File: src/rtl/tick_pkg.sv
// Shared types and default sizing for the tick scheduler.
// Latency: n/a (types only).  Backpressure: n/a.
package tick_pkg;

    typedef enum logic {
        CFG_IDLE  = 1'b0,
        CFG_APPLY = 1'b1
    } cfg_state_t;

    localparam int NCH_DEFAULT      = 4;
    localparam int DIV_W_DEFAULT    = 16;
    localparam int PRESCALE_DEFAULT = 100000;

endpackage

File: src/rtl/tick_channel.sv
// One divided tick stream: counts base ticks and pulses once every div of them.
// Latency: tick is registered, one cycle after the completing base tick.  Backpressure: none, write port always accepted.
module tick_channel #(
    parameter int DIV_W = 16
) (
    input  logic             clk,
    input  logic             reset,
    input  logic             wr_vld,
    input  logic             wr_div_upd,
    input  logic [DIV_W-1:0] wr_div,
    input  logic             wr_en,
    input  logic             clr,
    input  logic             adv,
    output logic             tick,
    output logic             en
);

    logic [DIV_W-1:0] cnt;
    logic [DIV_W-1:0] div;
    logic             at_end;

    assign at_end = (cnt == div - DIV_W'(1));

    // A config write beats both resync and advance; every write restarts the period.
    always_ff @(posedge clk or negedge reset) begin
        if (!reset) begin
            cnt  <= '0;
            div  <= '0;
            en   <= 1'b0;
            tick <= 1'b0;
        end else begin
            tick <= 1'b0;
            if (wr_vld) begin
                cnt <= '0;
                en  <= wr_en;
                if (wr_div_upd) begin
                    div <= wr_div;
                end
            end else if (clr) begin
                cnt <= '0;
            end else if (adv && en) begin
                if (at_end) begin
                    cnt  <= '0;
                    tick <= 1'b1;
                end else begin
                    cnt <= cnt + DIV_W'(1);
                end
            end
        end
    end

endmodule

File: src/rtl/tick_scheduler.sv
// Prescaler plus NCH programmable clock-enable tick channels, configured over a valid/ready port.
// Latency: config effective one cycle after acceptance; ticks one cycle after base_tick.  Backpressure: cfg_ready low for the single apply cycle.
module tick_scheduler
    import tick_pkg::*;
#(
    parameter int PRESCALE = PRESCALE_DEFAULT,
    parameter int NCH      = NCH_DEFAULT,
    parameter int DIV_W    = DIV_W_DEFAULT
) (
    input  logic                    clk,
    input  logic                    reset,
    input  logic                    cfg_valid,
    output logic                    cfg_ready,
    input  logic [$clog2(NCH)-1:0]  cfg_ch,
    input  logic [DIV_W-1:0]        cfg_div,
    input  logic                    cfg_en,
    output logic                    cfg_err,
    input  logic                    resync,
    output logic                    base_tick,
    output logic [NCH-1:0]          tick,
    output logic [NCH-1:0]          ch_en
);

    localparam int CH_W = $clog2(NCH);
    localparam int PS_W = $clog2(PRESCALE);

    logic [PS_W-1:0]  psc_cnt;
    logic             psc_wrap;

    cfg_state_t       state_q;
    cfg_state_t       state_d;
    logic             cfg_acc;
    logic             cfg_rej;
    logic [CH_W-1:0]  lat_ch;
    logic [DIV_W-1:0] lat_div;
    logic             lat_en;
    logic             lat_rej;

    assign psc_wrap = (psc_cnt == PS_W'(PRESCALE - 1));

    // resync outranks the wrap so the realigned period starts cleanly.
    always_ff @(posedge clk or negedge reset) begin
        if (!reset) begin
            psc_cnt   <= '0;
            base_tick <= 1'b0;
        end else if (resync) begin
            psc_cnt   <= '0;
            base_tick <= 1'b0;
        end else if (psc_wrap) begin
            psc_cnt   <= '0;
            base_tick <= 1'b1;
        end else begin
            psc_cnt   <= psc_cnt + PS_W'(1);
            base_tick <= 1'b0;
        end
    end

    assign cfg_ready = (state_q == CFG_IDLE);
    assign cfg_acc   = cfg_ready && cfg_valid;
    assign cfg_rej   = cfg_en && (cfg_div == '0);

    always_ff @(posedge clk or negedge reset) begin
        if (!reset) begin
            state_q <= CFG_IDLE;
        end else begin
            state_q <= state_d;
        end
    end

    always_comb begin
        state_d = state_q;
        case (state_q)
            CFG_IDLE:  if (cfg_valid) state_d = CFG_APPLY;
            CFG_APPLY: state_d = CFG_IDLE;
            default:   state_d = CFG_IDLE;
        endcase
    end

    // The error flag is raised at acceptance so it is visible during the apply cycle.
    always_ff @(posedge clk or negedge reset) begin
        if (!reset) begin
            lat_ch  <= '0;
            lat_div <= '0;
            lat_en  <= 1'b0;
            lat_rej <= 1'b0;
            cfg_err <= 1'b0;
        end else begin
            cfg_err <= cfg_acc && cfg_rej;
            if (cfg_acc) begin
                lat_ch  <= cfg_ch;
                lat_div <= cfg_div;
                lat_en  <= cfg_en;
                lat_rej <= cfg_rej;
            end
        end
    end

    for (genvar g = 0; g < NCH; g++) begin : g_ch
        logic wr_sel;

        assign wr_sel = (state_q == CFG_APPLY) && (lat_ch == CH_W'(g));

        tick_channel #(
            .DIV_W (DIV_W)
        ) u_ch (
            .clk        (clk),
            .reset      (reset),
            .wr_vld     (wr_sel),
            .wr_div_upd (!lat_rej),
            .wr_div     (lat_div),
            .wr_en      (lat_en && !lat_rej),
            .clr        (resync),
            .adv        (base_tick),
            .tick       (tick[g]),
            .en         (ch_en[g])
        );
    end

endmodule

File: config.mk
export PLATFORM = sky130hd
export DESIGN_NAME = tick_scheduler
export DESIGN_NICKNAME = d
export VERILOG_FILES = /design/src/rtl/tick_pkg.sv /design/src/rtl/tick_channel.sv /design/src/rtl/tick_scheduler.sv
export SDC_FILE = /design/constraint.sdc
export NUM_CORES = 1
export LEC_CHECK = 0
export ABC_CLOCK_PERIOD_IN_PS = 3150
export CAP_MARGIN = 20
export CORE_MARGIN = 2
export CORE_UTILIZATION = 56
export DETAILED_ROUTE_END_ITERATION = 6
export GPL_TIMING_DRIVEN = 1
export PLACE_DENSITY = 0.85
export REMOVE_ABC_BUFFERS = 1
export SYNTH_ARGS = -nofsm -noshare
export SYNTH_HDL_FRONTEND = slang
export SYNTH_SLANG_ARGS = --single-unit
File: constraint.sdc
create_clock -name clk -period 3.15 [get_ports clk]
set_input_delay 0.315 -clock clk [delete_from_list [all_inputs] [get_ports clk]]
set_output_delay 0.315 -clock clk [all_outputs]
set_load 0.005 [all_outputs]
# ---- Word level (Yosys, flattened, before mapping)
# Index checks and enable logic that the tools add are counted.
dict set report totals {
  register_bits 176
  in_bits 23
  output_inout_bits 11
  elab_cells 104
}
dict set report classes {
  n_addsub 9
  eq_ne 8
  n_mux 38
  bitwise 2
  reduce_logical 23
}
# operator count
set op_table {}
lappend op_table {{$mux W16} 16}
lappend op_table {{$add A16 B1 Y16 const B} 4}
lappend op_table {{$eq A16 B16 Y1} 4}
lappend op_table {{$sub A16 B1 Y16 const B} 4}
lappend op_table {{$mux W17} 2}
lappend op_table {{$mux W1} 19}
lappend op_table {{$add A17 B1 Y17 const B} 1}
lappend op_table {{$eq A17 B17 Y1 const B} 1}
lappend op_table {{$logic_not A16 Y1} 1}
lappend op_table {{$logic_and A1 B1 Y1} 12}
lappend op_table {{$reduce_bool A3 Y1} 4}
lappend op_table {{$reduce_and A2 Y1} 4}
lappend op_table {{$eq A2 B2 Y1 const B} 2}
lappend op_table {{$eq A2 B1 Y1 const B} 1}
lappend op_table {{$logic_not A2 Y1} 1}
lappend op_table {{$not A1 Y1} 2}
lappend op_table {{$pmux W1 S2} 1}
lappend op_table {{$logic_not A1 Y1} 1}

# ---- Logic depth before layout (Yosys ltp)
# Gate-level depths: netlist of the first run.
dict set report logic_depth {
  word_depth 6
  mapped_depth 13
  mapped_depth_nobuf 10
}

# ---- By module
# From an unflattened synthesis of the first run, not the netlist that was laid out.
dict set report unflattened {
  cells_unflattened 1037
  hier_area_um2 10577.6
}
# mod instances cells_each area_per_inst_um2 seq_area_each_um2
set modules_own_cells {}
lappend modules_own_cells {{tick_channel at g_ch[1].u_ch ...} 3 221 2222.1 850.8}
lappend modules_own_cells {{tick_channel at g_ch[0].u_ch} 1 222 2134.5 850.8}
lappend modules_own_cells {tick_scheduler 1 152 1776.7 1001.0}

# ---- Worst setup path before layout of the first run
# Ideal clock, no wire load.
dict set report synth_path {
  path_type {register -> register}
  startpoint {reg g_ch[1].u_ch.div[0]}
  endpoint {reg g_ch[1].u_ch.cnt[0]}
  setup_time_ps 125
  arrival_time_ps 3099
  required_ps 3025
  setup_slack_ps -73
  stages_incl_launch_ff 13
  path_buffers 3
  synth_period_minus_slack_ps 3223
  path_cell_list {dfrtp_1 > inv_1 > ha_1 > or4b_2 > clkbuf_1 > nor4b_1 > xnor2_1 > nand3_1 > a2111oi_0 > a21oi_1 > buf_2 > buf_2 > mux2_2}
}
dict set report synth_via {
  elab_chain_cells 6
}
# element line
set synth_rtl {}
lappend synth_rtl {{from (decl)} tick_channel.sv:19} ;# logic [DIV_W-1:0] div;
lappend synth_rtl {{from (signal assigned)} tick_channel.sv:37} ;# div <= wr_div;
lappend synth_rtl {{$sub A16 B1 Y16} tick_channel.sv:22} ;# assign at_end = (cnt == div - DIV_W'(1));
lappend synth_rtl {{$eq A16 B16 Y1} tick_channel.sv:22}
lappend synth_rtl {{$mux W16} tick_channel.sv:42} ;# if (at_end) begin
lappend synth_rtl {{$mux W16} tick_channel.sv:41} ;# end else if (adv && en) begin
lappend synth_rtl {{$mux W16} tick_channel.sv:39} ;# end else if (clr) begin
lappend synth_rtl {{$mux W16} tick_channel.sv:33} ;# if (wr_vld) begin
lappend synth_rtl {{to (signal assigned)} tick_channel.sv:46} ;# cnt <= cnt + DIV_W'(1);
lappend synth_rtl {{to (decl)} tick_channel.sv:18} ;# logic [DIV_W-1:0] cnt;
# Every way passes these cells. The select of a mux whose other input is x is not followed.
# A chain may end at the register's enable or synchronous reset.

# ---- Worst setup path after layout of the first run
dict set report layout_path {
  startpoint {reg g_ch[3].u_ch.div[4]}
  endpoint {reg g_ch[3].u_ch.cnt[3]}
}
dict set report layout_via {
  elab_chain_cells 6
}
# element line
set layout_rtl {}
lappend layout_rtl {{from (decl)} tick_channel.sv:19}
lappend layout_rtl {{from (signal assigned)} tick_channel.sv:37}
lappend layout_rtl {{$sub A16 B1 Y16} tick_channel.sv:22}
lappend layout_rtl {{$eq A16 B16 Y1} tick_channel.sv:22}
lappend layout_rtl {{$mux W16} tick_channel.sv:42}
lappend layout_rtl {{$mux W16} tick_channel.sv:41}
lappend layout_rtl {{$mux W16} tick_channel.sv:39}
lappend layout_rtl {{$mux W16} tick_channel.sv:33}
lappend layout_rtl {{to (signal assigned)} tick_channel.sv:46}
lappend layout_rtl {{to (decl)} tick_channel.sv:18}
# Every way passes these cells. The select of a mux whose other input is x is not followed.

==> results of run 1 <==
synthesized netlist by cell type, drive strengths merged, types with 3 or more instances:
library cell,n
a2111oi,6
a211o,4
a21o,9
a21oi,36
a221o,6
a22o,6
a31oi,10
and2,4
and3,29
and4,3
buf,26
clkbuf,35
dfrtp,176
ha,9
inv,37
mux2,76
mux2i,17
nand2,88
nand2b,13
nand3,64
nand3b,5
nand4,26
nand4b,10
nor2,71
nor2b,12
nor3,23
nor3b,8
nor4,23
nor4b,7
o211ai,4
o21ai,46
o311ai,15
o31ai,3
or2,13
or3,19
or4,8
or4b,3
xnor2,54
xor2,38
timing repair:
| action | in CTS | in global routing |
|---|---|---|
| endpoints found under the hold margin | 74 | 0 |
| pin swaps | 3 | 6 |
| setup endpoints to repair | 26 | 47 |
| setup buffers | 3 | 1 |
| hold buffers | 1 | 0 |
| gates resized for setup | 4 | 19 |
how the worst max path moves through the flow:
stage                                                  end  slack [ns]                            start
after floorplan           g_ch[0].u_ch.cnt[12]$_DFFE_PN0P_       -0.69  g_ch[0].u_ch.div[0]$_DFFE_PN0P_
after global placement     g_ch[1].u_ch.cnt[0]$_DFFE_PN0P_       -0.02  g_ch[1].u_ch.div[0]$_DFFE_PN0P_
after detailed placement   g_ch[1].u_ch.cnt[5]$_DFFE_PN0P_       -0.14  g_ch[1].u_ch.div[0]$_DFFE_PN0P_
after CTS                  g_ch[3].u_ch.cnt[3]$_DFFE_PN0P_      0.0009  g_ch[3].u_ch.div[5]$_DFFE_PN0P_
after global routing      g_ch[3].u_ch.cnt[15]$_DFFE_PN0P_      0.0007  g_ch[3].u_ch.div[5]$_DFFE_PN0P_
final                      g_ch[3].u_ch.cnt[3]$_DFFE_PN0P_        0.09  g_ch[3].u_ch.div[4]$_DFFE_PN0P_
worst max-delay path: cells and delay by family (launching register included):
kind,cells,cell delay (ns)
AND/OR/NAND/NOR,5,1.66
AO/OA/AOI/OAI,3,0.62
flip-flops,1,0.38
buffers and inverters,2,0.27
report_power, final:
part	switching, uW	total [uW]	internal (uW)
sequential	606	3310	2710
combinational	1430	2810	1380
clock	941	2200	1260
total	2980	8320	5350
cells by family after synthesis:
logic type | count (synthesis)
buffers and inverters | 98
AND/OR/NAND/NOR | 433
flip-flops | 176
XOR/XNOR | 93
AO/OA/AOI/OAI | 166
multiplexers | 93
adder cells (fa/ha/maj) | 9
through the flow:
stage	std cells	TNS [ns]	cell area (um^2)	setup slack [ns]
floorplan	1007	-13.08	9960	-0.695
CTS	1355	0	11600	0.000900
global placement	1321	-0.0152	11000	-0.0152
detailed placement	1321	-1.35	11000	-0.141
finish	1356	0	11700	0.0909
global route	1356	0	11700	0.000658
state kept, by name (all words and copies together), names as in the netlist:
| name | cells |
|---|---|
| cfg_err | 1 |
| lat_div | 16 |
| state_q | 1 |
| lat_en | 1 |
| lat_rej | 1 |
| g_ch.u_ch.tick | 4 |
| g_ch.u_ch.div | 64 |
| base_tick | 1 |
| lat_ch | 2 |
| g_ch.u_ch.cnt | 64 |
| psc_cnt | 17 |
| g_ch.u_ch.en | 4 |
layout make-up:
class,count,share of cell area [%]
multi-input cells,794,46.8
flip-flops and latches,176,37.6
repair buffers,90,6.81
clock buffers,17,3.63
well taps,229,2.44
clock inverters,13,1.51
inverters,37,1.19
routing by layer:
metal / vias up / GRT usage (%)
li1: 3956 / -
met1: 4159 / 33.6
met2: 281 / 43.2
met3: 48 / 3.79
met4: 0 / 7.92
met5: - / 0
==> metrics.cfg, run 1 <==
[yosys]
synth-xor-area-share_pct = 8.09
ys_seq_area_share_pct = 43.0
netlist.top_cell.by_area = dfrtp_1
synth_top_family_by_area = simple AND/OR/NAND/NOR gates
synth_simple_gate_area_share_pct = 22.6
synthTopCellsByArea = dfrtp_1 43%, mux2_2 8.4%, xnor2_1 4.6%
syn_area_mm2 = 0.0102
ys_types = 70
yosys_warnings = 0
synth.area.mux_share_pct = 10.0
synthAdderAreaFrac_pct = 1.10
synth_cells = 1068
ys_ff_latch = 176
async_flop_share_pct = 100
synth_compound_gate_area_share_pct = 11.0
syn_area_per_cell_um2 = 9.59
yosysTopAreaCellShare_pct = 43.0
synth-edff-count = 0
synth-main-ff-cell = dfrtp_1

[global_routing]
grt_pass1_vias = 8060
overflow = 0
grt_pass1_wl_um = 40300
grt_usage_pct = 25.3
antenna_found_initial = 0
grt_max_degree = 78

[final_layout]
fillCellCount = 1318
layout.nets = 1148
antenna_cells = 0
layout_commonest_cell = dfrtp_1
drive_gt1_share_pct = 17.6
seq_area_mm2 = 0.00441
post-route-util_pct = 65.2
multi_input_area_mm2 = 0.00549
syn2layout_area_growth_pct = 14.4
layout_common_cells = 175 x dfrtp_1, 87 x nand2_1, 76 x mux2_2

[die]
die_y_um = 139
initial_core_util_pct = 57.0
rows = 49
io_pins = 34
dieArea_mm2 = 0.0194
die_w_um = 139
core_mm2 = 0.0180

[clocking]
clk_latency_ns = 0.44
clockRootBuffer = clkbuf_16
numCtsBuffers = 17
path_clk_slew_ns = 0.07
cts_num_sinks = 176
cts_tree = yes
htree_levels = 4
clock_path_buffers = 2

[power_and_ir_drop]
ir_drop_mv = 0.539
power_uw = 8320
power_density_mw_per_mm2 = 710
p_leak_uw = 0.00490

[status]
run_status = finished, violations left
failed_checks = DRC

[routing]
met3WireLength_um = 1110
firstDrtPassIters = 7
routed_wl_um = 24300
routed_via_density = 6.23
num_vias = 8444
post_drt_wl_per_cell_um = 17.9
ant_nets = 0
wl_met2_um = 12100
wl_met1_um = 10600
drc = 6
drt-initial-drc-count = 674
dr.max_layer_used = met4

[critical_path]
arrival_ns = 3.38
end_kind = register
reg2reg_depth = 10
critPathLaunchType = register
slowest_delay_ns = 0.65
r2r_slack_ns = 0.09
cp.required_ns = 3.47
r2r-start = g_ch[3].u_ch.div[4]$_DFFE_PN0P_
path_cells = buf_4 > or3_1 > or4b_2 > a21oi_2 > o311ai_1 > nor4b_2 > or2_4 > buf_6 > nor3b_1 > a211o_1
r2r_end = g_ch[3].u_ch.cnt[3]$_DFFE_PN0P_
path_class = register to register
critPathMaxFanout = 6
crit_slowest_cell = or4b_2

[timing]
finalCritPeriodShare_pct = 97.1
fmax_mhz = 327
whs_ns = 0.455
tightest_slew_ns = 0.932
clock-skew-final_ns = 0.00828
max_slew_margin_pct = 37.7
rsz0062_at_grt = no
setup_viol = 0
finalCriticalPeriod_ns = 3.06
finalHoldViolations = 0
drv_slew = 0

[placement]
hpwl_um = 16800
routabilityCongestion = 0.874
port_buffers = 33

[worst_hold_path]
hold_class = input pin to asynchronous set/reset pin

[job]
max_cap_viol_count = 0

Power figures use the tool's default switching activity.
==> run 2, diff against run 1 <==
Settings changed: ABC_CLOCK_PERIOD_IN_PS 3150 to 3000, CORE_UTILIZATION 56 to 61, PLACE_DENSITY 0.85 to 0.87.
Clock period 3.15 ns to 3 ns, I/O delays scaled along.
==> run 2 against run 1 <==
The flow finishes with violations (setup timing). Clock-buffer cell count unchanged. Global-route usage increased by 4.0 points. Core utilization increased by 7.1 points. Register-to-register slack got worse by 0.12 ns. Worst hold slack improved by 0.030 ns. Fmax increased by 0.91%. Sequential share of layout area decreased by 0.75 points. Sequential cell count unchanged. Combinational power increased by 15%. Non-clock buffer count increased by 13. Wire length increased by 9.6%. Via count increased by 4.6%. Critical endpoint is now g_ch[1].u_ch.cnt[14]$_DFFE_PN0P_. Largest power group unchanged. Highest routed layer unchanged.
==> metrics.cfg, run 2 (same netlist as run 1, synthesis figures left out) <==
[critical_path]
end_kind = register  ; unchanged
r2r_slack_ns = -0.03  ; was 0.09 ns
critPathMaxFanout = 8  ; was 6
critPathLaunchType = register  ; unchanged
arrival_ns = 3.36  ; was 3.38 ns
cp.required_ns = 3.33  ; was 3.47 ns
path_class = register to register  ; unchanged

[final_layout]
layout_commonest_cell = dfrtp_1  ; unchanged
multi_input_area_mm2 = 0.00566  ; was 0.00549 mm^2
antenna_cells = 0  ; unchanged
fillCellCount = 1081  ; was 1,318
top_regs = g_ch.u_ch.cnt (64), g_ch.u_ch.div (64), psc_cnt (17)  ; unchanged
syn2layout_area_growth_pct = 16.8  ; was 14.4%
layout_common_cells = 175 x dfrtp_1, 87 x nand2_1, 76 x mux2_2  ; unchanged
seq_area_mm2 = 0.00441  ; unchanged
layout.nets = 1161  ; was 1,148
drive_gt1_share_pct = 20.8  ; was 17.6%

[placement]
port_buffers = 33  ; unchanged
hpwl_um = 16900  ; was 16,800 um
routabilityCongestion = 0.932  ; was 0.874
dp_slack_ns = -0.261  ; was -0.141 ns

[timing]
fmax_mhz = 330  ; was 327 MHz
fin_setup_tns_ns = -0.0619  ; was 0 ns
tightest_slew_ns = 0.831  ; was 0.932 ns
rsz0062_at_grt = yes  ; was no
finalHoldViolations = 0  ; unchanged
clock-skew-final_ns = 0.0115  ; was 0.00828 ns
setup_viol = 3  ; was 0
drv_slew = 0  ; unchanged
max_slew_margin_pct = 44.6  ; was 37.7%
finalCritPeriodShare_pct = 101  ; was 97.1%
finalCriticalPeriod_ns = 3.03  ; was 3.06 ns
worst_slack_ns = -0.0315  ; was 0.0909 ns
whs_ns = 0.486  ; was 0.455 ns

[global_routing]
overflow = 0  ; unchanged
grt_max_degree = 90  ; was 78
grt_pass1_vias = 8205  ; was 8,060
grt_usage_pct = 29.4  ; was 25.3%
antenna_found_initial = 0  ; unchanged
grt_pass1_wl_um = 41400  ; was 40,300 um

[routing]
firstDrtPassIters = 7  ; unchanged
post_drt_wl_per_cell_um = 19.6  ; was 17.9 um
met3WireLength_um = 1520  ; was 1110 um
wl_met2_um = 13000  ; was 12,100 um
wl_met1_um = 10900  ; was 10,600 um
routed_wl_um = 26600  ; was 24,300 um
drt-initial-drc-count = 974  ; was 674
dr.max_layer_used = met4  ; unchanged
routed_via_density = 6.48  ; was 6.23
ant_nets = 0  ; unchanged
drc = 0  ; was 6
num_vias = 8829  ; was 8,444

[clocking]
path_clk_slew_ns = 0.07  ; about the same
numCtsBuffers = 17  ; unchanged
cts_num_sinks = 176  ; unchanged
clockRootBuffer = clkbuf_16  ; unchanged
clock_path_buffers = 2  ; unchanged
htree_levels = 4  ; unchanged
clk_latency_ns = 0.45  ; was 0.44 ns
cts_tree = yes  ; unchanged

[power_and_ir_drop]
p_comb_share_pct = 35.8  ; was 33.8%
ir_drop_mv = 0.584  ; was 0.539 mV
power_density_mw_per_mm2 = 752  ; was 710 mW/mm^2
p_leak_uw = 0.00500  ; was 0.00490 uW
p_int_uw = 5580  ; was 5350 uW
swShare_pct = 37.9  ; was 35.8%
p_sw_uw = 3410  ; was 2980 uW
clkPwrFrac_pct = 24.8  ; was 26.4%
seq_power_share_pct = 39.4  ; was 39.8%

[die]
die_w_um = 134  ; was 139 um
rows = 47  ; was 49
dieArea_mm2 = 0.0178  ; was 0.0194 mm^2
die_y_um = 134  ; was 139 um
initial_core_util_pct = 62.0  ; was 57.0%
core_mm2 = 0.0165  ; was 0.0180 mm^2
io_pins = 34  ; unchanged

[worst_hold_path]
hold_class = input pin to asynchronous set/reset pin  ; unchanged

[job]
max_cap_viol_count = 0  ; unchanged

[status]
failed_checks = setup timing  ; was DRC
run_status = finished, violations left  ; unchanged

## run 2: cell types whose count changed in the layout (fill, tap and decap cells not counted), sizes merged
cell    previous run  this run
bufinv             3         1
buf               57        70
clkinv             3         8
inv               42        41
## run 2: power groups by stage
stage	Combinational, uW	Clock, uW	Sequential, uW
3_3_place_gp	2720	0	3420
2_1_floorplan	1850	0	3370
6_report	3220	2230	3540
3_5_place_dp	2850	0	3470
4_1_cts	2930	2230	3450
5_1_grt	3450	2320	3590
## run 2: worst max-delay path, stage by stage (launching register included)
cell and delay, ns:
dfrtp_1 0.39, buf_4 0.17, or4_4 0.58, nor4_4 0.27, buf_4 0.19, buf_4 0.12
nand4b_1 0.11, o221a_2 0.17, o21ai_1 0.27, a21oi_4 0.16, and3_4 0.21, a221o_1 0.27
## run 2: layout make-up
type	instances	area share (%)
multi-input combinational	794	47.3
sequential	176	36.8
timing repair buffer	103	7.52
clock buffer	17	3.56
tap	220	2.30
clock inverter	15	1.33
inverter	37	1.16
## run 2: repair_timing
item	in CTS	in global routing
endpoints found under the setup margin	45	61
hold buffers	1	0
buffers inserted	1	7
endpoints found under the hold margin	85	0
pin swaps	9	15
cloned	1	2
resized for setup	16	43
## run 2: worst paths after layout
path / from / to / cells after the start
worst max register to register: g_ch[1].u_ch.div[2]$_DFFE_PN0P_ / g_ch[1].u_ch.cnt[14]$_DFFE_PN0P_ / 11
max in group asynchronous: reset / g_ch[2].u_ch.cnt[3]$_DFFE_PN0P_ / 3
worst min-delay path: reset / g_ch[1].u_ch.cnt[0]$_DFFE_PN0P_ / 2
min in group clk: cfg_ch[0] / lat_ch[0]$_DFFE_PN0P_ / 2
worst max-delay path: g_ch[1].u_ch.div[2]$_DFFE_PN0P_ / g_ch[1].u_ch.cnt[14]$_DFFE_PN0P_ / 11
worst min register to register: psc_cnt[0]$_DFF_PN0_ / psc_cnt[0]$_DFF_PN0_ / 1
## run 2: metrics by stage
stage / utilization (%) / std cells / power [uW] / instance area (um^2)
floorplan: - / 1007 / 5220 / 9960
global placement: 66.7 / 1318 / 6140 / 11000
detailed placement: 66.7 / 1318 / 6310 / 11000
CTS: 70.8 / 1353 / 8610 / 11700
global route: 72.4 / 1362 / 9360 / 12000
finish: 72.4 / 1362 / 8990 / 12000
## run 2: metal layers
| layer | track usage, % | vias to the layer above |
|---|---|---|
| li1 | - | 3987 |
| met1 | 37.8 | 4307 |
| met2 | 48.1 | 419 |
| met3 | 4.83 | 116 |
| met4 | 15.3 | 0 |
| met5 | 0 | - |
==> run 3, diff against run 2 <==
Settings changed: GPL_ROUTABILITY_DRIVEN set to 0, RECOVER_POWER set to 25, SETUP_SLACK_MARGIN set to 0.15.
==> run 3 against run 2 <==
The run ends with capacitance limit, slew limit left. Setup slack better by 0.040 ns. Critical path type unchanged. Core utilization up 1.7 points. Combinational power increased by 5%. Largest cell class unchanged. Sequential power about the same. Sequential share of layout area shrank 0.80 points.
==> metrics.cfg, run 3 (same netlist as run 1, synthesis figures left out) <==
[global_routing]
use_met1_pct = 38.9  ; was 37.8%
gr-usage-met2_pct = 49.4  ; was 48.1%
busiest_layer = met2  ; unchanged
grt_pass1_vias = 8327  ; was 8,205
antenna_found_initial = 0  ; unchanged
grt_pass1_wl_um = 42600  ; was 41,400 um
overflow = 0  ; unchanged
grt_max_degree = 90  ; unchanged
grt_usage_pct = 30.2  ; was 29.4%
use_met3_pct = 5.14  ; was 4.83%

[clocking]
clock_path_buffers = 2  ; unchanged
numCtsBuffers = 17  ; unchanged
clk_latency_ns = 0.45  ; about the same
htree_levels = 4  ; unchanged
cts_tree = yes  ; unchanged
path_clk_slew_ns = 0.07  ; about the same
cts_num_sinks = 176  ; unchanged
clockRootBuffer = clkbuf_16  ; unchanged

[timing]
fin_setup_tns_ns = 0  ; was -0.0619 ns
finalCriticalPeriod_ns = 2.99  ; was 3.03 ns
max_slew_margin_pct = -52.0  ; was 44.6%
finalHoldViolations = 0  ; unchanged
rsz0062_at_grt = yes  ; unchanged
drv_slew = 89  ; was 0
clock-skew-final_ns = 0.0127  ; was 0.0115 ns
fmax_mhz = 334  ; was 330 MHz
tightest_slew_ns = 2.28  ; was 0.831 ns
setup_viol = 0  ; was 3
finalCritPeriodShare_pct = 99.7  ; was 101%

[final_layout]
fillCellCount = 1026  ; was 1,081
top_regs = g_ch.u_ch.cnt (64), g_ch.u_ch.div (64), psc_cnt (17)  ; unchanged
seq_area_mm2 = 0.00441  ; about the same
post-route-util_pct = 74.0  ; was 72.4%
layout.nets = 1167  ; was 1,161
syn2layout_area_growth_pct = 19.4  ; was 16.8%
layout_commonest_cell = dfrtp_1  ; unchanged
drive_gt1_share_pct = 23.4  ; was 20.8%
antenna_cells = 0  ; unchanged
multi_input_area_mm2 = 0.00584  ; was 0.00566 mm^2
layout_common_cells = 173 x dfrtp_1, 87 x nand2_1, 75 x mux2_2  ; was 175 x dfrtp_1, 87 x nand2_1, 76 x mux2_2

[power_and_ir_drop]
seq_power_share_pct = 38.6  ; was 39.4%
swShare_pct = 38.1  ; was 37.9%
p_comb_share_pct = 36.9  ; was 35.8%
ir_drop_mv = 0.565  ; was 0.584 mV
p_sw_uw = 3490  ; was 3410 uW
p_int_uw = 5670  ; was 5580 uW
p_leak_uw = 0.00508  ; was 0.00500 uW
power_density_mw_per_mm2 = 748  ; was 752 mW/mm^2
clkPwrFrac_pct = 24.5  ; was 24.8%
power_uw = 9160  ; was 8990 uW

[routing]
routed_wl_um = 28100  ; was 26,600 um
firstDrtPassIters = 7  ; unchanged
routed_via_density = 6.55  ; was 6.48
post_drt_wl_per_cell_um = 20.5  ; was 19.6 um
ant_nets = 0  ; unchanged
drt-initial-drc-count = 1003  ; was 974
drc = 0  ; unchanged
num_vias = 8959  ; was 8,829

[critical_path]
end_kind = register  ; unchanged
r2r_end = g_ch[3].u_ch.cnt[15]$_DFFE_PN0P_  ; was g_ch[1].u_ch.cnt[14]$_DFFE_PN0P_
critPathMaxFanout = 5  ; was 8
path_class = register to register  ; unchanged
reg2reg_depth = 10  ; was 11
critPathLaunchType = register  ; unchanged
r2r_slack_ns = 0.009  ; was -0.03 ns
r2r-start = g_ch[3].u_ch.div[6]$_DFFE_PN0P_  ; was g_ch[1].u_ch.div[2]$_DFFE_PN0P_
arrival_ns = 3.34  ; was 3.36 ns
cp.required_ns = 3.35  ; was 3.33 ns

[die]
die_y_um = 134  ; unchanged
core_mm2 = 0.0165  ; unchanged
io_pins = 34  ; unchanged
die_w_um = 134  ; unchanged
dieArea_mm2 = 0.0178  ; unchanged
initial_core_util_pct = 62.0  ; unchanged
rows = 47  ; unchanged

[worst_hold_path]
min_path_cells = 2
hold_class = input pin to register  ; was input pin to asynchronous set/reset pin
holdCritStartpoint = cfg_ch[0]
min_to = lat_ch[0]$_DFFE_PN0P_

[job]
max_cap_viol_count = 1  ; was 0

[placement]
port_buffers = 33  ; unchanged
hpwl_um = 16900  ; unchanged

[status]
failed_checks = capacitance limit, slew limit  ; was setup timing
run_status = finished, violations left  ; unchanged

## run 3: cell count changes in the layout (fill, tap and decap cells not counted), moves of 3 or more
cell	delta
a21oi_2	+9
inv_1	-3
o311ai_0	-7
a31oi_1	-3
o311ai_1	+5
inv_2	+3
o21ai_0	-5
a31oi_4	+3
a21oi_1	-9
o21ai_1	+4
## run 3: power by group through the flow
stage,Clock [uW],Sequential (uW),Combinational [uW]
final,2240,3530,3380
after global routing,2340,3580,3620
after CTS,2230,3480,3040
after detailed placement,0,3470,2850
after global placement,0,3420,2720
after floorplan,0,3370,1850
## run 3: area by class of cell
type / instances / share of cell area (%)
timing repair buffer: 108 / 8.09
tap: 220 / 2.25
clock buffer: 17 / 3.48
multi-input combinational: 795 / 47.7
inverter: 37 / 1.14
sequential: 176 / 36.0
clock inverter: 15 / 1.30
## run 3: routing by layer
metal	vias up	part of all wire, %
li1	3997	-
met1	4421	40
met2	421	49
met3	120	5.8
met4	0	5.2
met5	-	0
## run 3: worst max-delay path by stage
stage / startpoint / slack [ns] / cells after the start / end
4_1_cts: g_ch[3].u_ch.div[6]$_DFFE_PN0P_ / 0.01 / 9 / g_ch[3].u_ch.cnt[2]$_DFFE_PN0P_
3_3_place_gp: g_ch[1].u_ch.div[0]$_DFFE_PN0P_ / -0.16 / 11 / g_ch[1].u_ch.cnt[0]$_DFFE_PN0P_
2_1_floorplan: g_ch[0].u_ch.div[0]$_DFFE_PN0P_ / -0.84 / 10 / g_ch[0].u_ch.cnt[12]$_DFFE_PN0P_
6_report: g_ch[3].u_ch.div[6]$_DFFE_PN0P_ / 0.009 / 10 / g_ch[3].u_ch.cnt[15]$_DFFE_PN0P_
5_1_grt: g_ch[3].u_ch.div[6]$_DFFE_PN0P_ / -0.11 / 10 / g_ch[3].u_ch.cnt[15]$_DFFE_PN0P_
3_5_place_dp: g_ch[1].u_ch.div[1]$_DFFE_PN0P_ / -0.26 / 11 / g_ch[1].u_ch.cnt[0]$_DFFE_PN0P_
## run 3: critical path, cell delays in order (launching register included)
cell and delay (ns):
dfrtp_1 0.38, or4_4 0.54, buf_4 0.17, or4_4 0.51, a32oi_2 0.19, nand2b_1 0.09, nor4b_2 0.17, or2_4 0.28
buf_6 0.13, or3_1 0.34, o21ai_0 0.10
## run 3: metrics by stage
stage | hold slack [ns] | cells | instance area [um^2] | setup slack [ns]
after global placement | 0.422 | 1318 | 11000 | -0.163
after floorplan | 0.00441 | 1007 | 9960 | -0.845
after CTS | 0.486 | 1358 | 11900 | 0.0103
after detailed placement | 0.420 | 1318 | 11000 | -0.261
after global routing | 0.491 | 1368 | 12200 | -0.107
final | 0.488 | 1368 | 12200 | 0.00881
## run 3: timing repair
item / 4_1_cts / 5_1_grt
buffers inserted: 4 / 6
endpoints found under the hold margin: 85 / 0
cloned: 3 / 4
pin swaps: 20 / 22
hold buffers: 1 / 0
setup endpoints to repair: 62 / 64
resized for setup: 45 / 70
